### src/rtl/serial_word_pkg.sv
// Shared types for the serial word receiver.
// Receiver state encoding and the default word width.
package serial_word_pkg;

  localparam int DEFAULT_WIDTH = 8;

  typedef enum logic {
    IDLE,
    SHIFT
  } rx_state_t;

endpackage

### src/rtl/word_out_reg.sv
// One-entry valid/ready holding register for assembled words.
// Ports: load/word_in fill it; m_valid/m_data/m_ready drain it; full = cannot accept.
module word_out_reg #(
  parameter int WIDTH = 8
) (
  input  logic             clk,
  input  logic             rst_n,
  input  logic             load,
  input  logic [WIDTH-1:0] word_in,
  input  logic             m_ready,
  output logic             m_valid,
  output logic [WIDTH-1:0] m_data,
  output logic             full
);

  logic             valid_q;
  logic [WIDTH-1:0] data_q;

  always_ff @(posedge clk or negedge rst_n) begin
    if (!rst_n) begin
      valid_q <= 1'b0;
      data_q  <= '0;
    end else if (load) begin
      valid_q <= 1'b1;
      data_q  <= word_in;
    end else if (valid_q && m_ready) begin
      valid_q <= 1'b0;
    end
  end

  // A word leaving this cycle frees the slot for one arriving now.
  assign full    = valid_q && !m_ready;
  assign m_valid = valid_q;
  assign m_data  = data_q;

endmodule

### src/rtl/serial_word_receiver.sv
// Framed LSB-first serial-to-parallel receiver with a one-word output register.
// Ports: s_valid/s_bit/s_frame in; m_data/m_valid/m_ready out; busy, overflow, frame_err, clr_err.
module serial_word_receiver
  import serial_word_pkg::*;
#(
  parameter int WIDTH = DEFAULT_WIDTH
) (
  input  logic             clk,
  input  logic             rst_n,
  input  logic             s_valid,
  input  logic             s_bit,
  input  logic             s_frame,
  output logic [WIDTH-1:0] m_data,
  output logic             m_valid,
  input  logic             m_ready,
  output logic             busy,
  output logic             overflow,
  output logic             frame_err,
  input  logic             clr_err
);

  localparam int CW = $clog2(WIDTH);
  localparam logic [CW-1:0] LAST = CW'(WIDTH - 1);

  rx_state_t        state_q, state_d;
  logic [CW-1:0]    cnt_q, cnt_d;
  logic [WIDTH-1:0] shreg_q, shreg_d;
  logic [WIDTH-1:0] shifted;
  logic             ovf_q, ovf_d;
  logic             ferr_q, ferr_d;
  logic             load, full;
  logic             ovf_set, ferr_set;

  // New bit enters at the top; after WIDTH bits, bit 0 sits at the bottom.
  assign shifted = (shreg_q >> 1)
                 | (WIDTH'(s_bit) << (WIDTH - 1));

  always_comb begin
    state_d  = state_q;
    cnt_d    = cnt_q;
    shreg_d  = shreg_q;
    load     = 1'b0;
    ovf_set  = 1'b0;
    ferr_set = 1'b0;
    if (s_valid) begin
      unique case (state_q)
        IDLE: begin
          if (s_frame) begin
            shreg_d = shifted;
            cnt_d   = CW'(1);
            state_d = SHIFT;
          end
        end
        SHIFT: begin
          shreg_d = shifted;
          if (s_frame) begin
            ferr_set = 1'b1;
            cnt_d    = CW'(1);
          end else if (cnt_q == LAST) begin
            load    = !full;
            ovf_set = full;
            cnt_d   = '0;
            state_d = IDLE;
          end else begin
            cnt_d = cnt_q + 1'b1;
          end
        end
        default: ;
      endcase
    end
    // Set wins over a simultaneous clear.
    ovf_d  = ovf_set  | (ovf_q  & ~clr_err);
    ferr_d = ferr_set | (ferr_q & ~clr_err);
  end

  always_ff @(posedge clk or negedge rst_n) begin
    if (!rst_n) begin
      state_q <= IDLE;
      cnt_q   <= '0;
      shreg_q <= '0;
      ovf_q   <= 1'b0;
      ferr_q  <= 1'b0;
    end else begin
      state_q <= state_d;
      cnt_q   <= cnt_d;
      shreg_q <= shreg_d;
      ovf_q   <= ovf_d;
      ferr_q  <= ferr_d;
    end
  end

  word_out_reg #(
    .WIDTH(WIDTH)
  ) u_out (
    .clk    (clk),
    .rst_n  (rst_n),
    .load   (load),
    .word_in(shifted),
    .m_ready(m_ready),
    .m_valid(m_valid),
    .m_data (m_data),
    .full   (full)
  );

  assign busy      = (state_q == SHIFT);
  assign overflow  = ovf_q;
  assign frame_err = ferr_q;

endmodule

### config.mk
export PLATFORM = sky130hd
export DESIGN_NAME = serial_word_receiver
export DESIGN_NICKNAME = d
export VERILOG_FILES = /design/src/rtl/serial_word_pkg.sv /design/src/rtl/word_out_reg.sv /design/src/rtl/serial_word_receiver.sv
export SDC_FILE = /design/constraint.sdc
export NUM_CORES = 1
export LEC_CHECK = 0
export CORE_MARGIN = 1.5
export CORE_UTILIZATION = 55
export CTS_BUF_LIST = sky130_fd_sc_hd__clkbuf_8
export CTS_CLUSTER_DIAMETER = 150
export DETAILED_ROUTE_END_ITERATION = 10
export DONT_BUFFER_PORTS = 1
export HOLD_SLACK_MARGIN = 0.08
export PLACE_DENSITY = 0.7
export SKIP_CTS_REPAIR_TIMING = 1
export SYNTH_ARGS = -nofsm -noshare
export SYNTH_HDL_FRONTEND = slang
export SYNTH_HIERARCHICAL = 1
export SYNTH_SLANG_ARGS = --single-unit
### constraint.sdc
create_clock -name clk -period 1.85 [get_ports clk]
set_clock_uncertainty 0.15 [all_clocks]
set_input_delay 0.185 -clock clk [delete_from_list [all_inputs] [get_ports clk]]
set_output_delay 0.185 -clock clk [all_outputs]
set_load 0.02 [all_outputs]
==> key figures <==
Timing
  • Post-route clock period utilization: 95.2%
  • Rel. slew slack: 78.1%
  • Final Hold Viols: 0
  • Setup violators final: 0
  • Unrepaired setup endpoints after global routing: no
  • Worst slew pin tran: 0.328 ns
  • Fin crit period: 1.76 ns
  • Fmax: 0.568 GHz
  • Fin. max-slew vios: 0

Routing
  • Number of iterations in the first detailed-routing pass: 4
  • ANT nets after route: 0
  • DRT Wirelength: 1720 um
  • Vias: 569
  • Vias per cell: 5.75
  • # DRC: 0
  • Post-DR wirelength/cell: 17.3 um
  • First-iteration detailed-routing DRC count: 3

Setup path
  • Worst path bufs/invs: 1
  • CP Capture Type: register
  • Reg-to-reg startpoint: cnt_q[0]$_DFFE_PN0P_
  • Crit-path cells: ha_1 > ha_1 > nand4b_1 > nor2_4 > buf_12 > mux2_4
  • Most frequent CP cell: ha_1
  • Critical Path Source: cnt_q[0]$_DFFE_PN0P_
  • Register-to-Register Setup Slack: 0.09 ns
  • CP Data Required Time: 1.85 ns
  • CP Max Fanout: 9
  • CP max-delay cell: dfrtp_1
  • CP delay by family, top: flip-flops
  • Worst EP arrival: 1.76 ns
  • Setup crit start kind: register
  • Worst reg2reg endpoint: u_out/m_data[4]$_DFFE_PN0P_
  • Worst R2R Path Depth: 6
  • Slowest stage delay, CP: 0.37 ns
  • Crit path kind: reg -> reg

Die
  • Site row count: 15
  • IO Pins: 19
  • Die Wd: 45.1 um
  • Effective utilization at floorplan: 57.6%
  • Die Y: 45.1 um
  • Core Region: 0.00169 mm^2
  • Die ar.: 0.00203 mm^2

Run status
  • Status: completed

Global route
  • GRT overflow: 0
  • Pin count of the biggest net entering global routing: 23
  • Gr usage total: 17.5%
  • Wire length of the first global-routing pass: 2530 um
  • Vias in the first global route: 520
  • Initial antenna violation count: 0

Layout
  • Synthesis-to-layout area growth: 23.4%
  • Share of cells above drive strength 1: 41.5%
  • Reg area: 551 um^2
  • Total Nets Final: 92
  • Final core occ: 71.1%
  • FILL cells: 109
  • Multi-input logic area: 384 um^2
  • Fin cells: 99
  • Ant diodes: 0

Power
  • Leakage: 0.569 nW
  • PD cells: 1180 mW/mm^2
  • Design Power: 1.41 mW
  • Peak supply drop: 0.632 mV

Clocking
  • TritonCTS Buffers: 3
  • Clock tree buffer depth: 2
  • Clock slew at reported path FFs: 0.08 ns
  • CTS root buffer: clkbuf_8
  • CTS tree: yes
  • Clk_lat worst skew: 0.26 ns
  • Clk sinks: 22
  • # H-tree levels: 1

Placed design
  • Post-detail-place hpwl: 1020 um
  • Placed cell count: 86
  • PortBufs: 0
  • Placer Congestion: 0.664

Hold path
  • Hold depth: 2
  • Hold crit path type: in -> reg
  • Worst hold start: s_valid
  • End of the worst hold path: cnt_q[1]$_DFFE_PN0P_

Synthesis
  • Cell accounting for the most synthesized area: dfrtp_1
  • Post-Syn Area per Cell: 14.7 um^2
  • Asr flop ratio synth: 100%
  • Post-Syn Area: 973 um^2
  • Commonest cells post-synth: dfrtp_1, mux2_4, mux2_2
  • Share of the synthesized area in the top cell type: 56.6%
  • Synth cell types: 22
  • Synth area leaders: dfrtp_1, mux2_4, mux2_2
  • Syn Nets: 75
  • Post-synth EDFFs: 0
  • Seq/Total Area, Yosys: 56.6%
  • YS warnings: 6
  • Top-count cell post-synth: dfrtp_1
  • Yosys reg bits: 22
  • Synthesized instance count: 66
  • Synth Flop Type: dfrtp_1

Run
  • Total of max-cap violations: 0
## power breakdown
group          leakage [nW]  switching, mW  total, mW  internal, mW
sequential            0.279          0.136      0.729         0.593
clock                0.0357          0.153      0.441         0.289
combinational         0.254         0.0783      0.242         0.164
## sequential cells by signal, summed over array words and instances, names as in the netlist
register and cells:
busy 1, cnt_q 3, frame_err 1, overflow 1, shreg_q 7, u_out/m_data 8
u_out/m_valid 1
## worst reg2reg max path: cells and delay by family, from the launching register on
| kind | cells | cell delay (ns) |
|---|---|---|
| mux | 1 | 0.30 |
| simple gates | 2 | 0.36 |
| buf+inv | 1 | 0.14 |
| flops | 1 | 0.37 |
| fa+ha+maj | 2 | 0.32 |
## worst max path at each step
stage                                       end  slack, ns  depth (start not counted)
detailed placement  u_out/m_data[4]$_DFFE_PN0P_      -0.32                          5
global route        u_out/m_data[4]$_DFFE_PN0P_      0.009                          6
finish              u_out/m_data[4]$_DFFE_PN0P_       0.09                          6
floorplan           u_out/m_data[0]$_DFFE_PN0P_       0.23                          6
CTS                 u_out/m_data[4]$_DFFE_PN0P_      -0.32                          5
global placement    u_out/m_data[5]$_DFFE_PN0P_      -0.25                          5
## metal layers
| metal | part of all wire, % | GRT usage, % | vias to the layer above |
|---|---|---|---|
| met4 | 1.5 | 7.06 | 0 |
| met3 | 4.2 | 4.40 | 4 |
| met1 | 45 | 25.1 | 284 |
| li1 | - | - | 265 |
| met2 | 49 | 25.4 | 16 |
| met5 | 0 | 0 | - |
## cell type report
cell class,instances,share of cell area [%]
flip-flops and latches,22,45.8
multi-input cells,37,32.0
repair buffers,16,13.5
clock buffers,3,3.44
clock inverters,1,2.50
well taps,17,1.77
inverters,3,0.938
## cells in the final DEF, fill, tap and decap left out
| cell | count |
|---|---|
| dfrtp_1 | 22 |
| a22o_2 | 1 |
| mux2_4 | 8 |
| mux2_2 | 7 |
| nor2_1 | 1 |
| dlygate4sd3_1 | 7 |
| o22ai_1 | 1 |
| a221o_2 | 1 |
| nor2_4 | 1 |
| nand2_1 | 2 |
| buf_4 | 7 |
| and4b_2 | 2 |
| nor4bb_1 | 1 |
| or2_1 | 1 |
| clkbuf_8 | 3 |
| nand4b_1 | 1 |
| buf_12 | 2 |
| nand3_1 | 1 |
| bufinv_16 | 1 |
| ha_1 | 2 |
| o21ai_4 | 1 |
| nor2b_1 | 3 |
| a211o_1 | 2 |
| inv_1 | 3 |
| o21ai_0 | 1 |
## through the flow
stage | setup slack (ns) | hold slack (ns) | cell area, um^2 | setup TNS [ns]
2_1_floorplan | 0.225 | -0.261 | 973 | 0
3_3_place_gp | -0.247 | -0.260 | 1010 | -1.95
3_5_place_dp | -0.323 | -0.260 | 1010 | -2.62
4_1_cts | -0.323 | -0.542 | 1080 | -2.63
5_1_grt | 0.00898 | 0.100 | 1200 | 0
6_report | 0.0884 | 0.0888 | 1200 | 0
## cells by family after synthesis
group / share of synthesized area [%]
multiplexers: 20.4
buffers and inverters: 4.76
adder cells (fa/ha/maj): 2.57
flip-flops: 56.6
AO/OA/AOI/OAI: 6.81
AND/OR/NAND/NOR: 8.87
No activity file was read; power rests on OpenSTA's default activity.
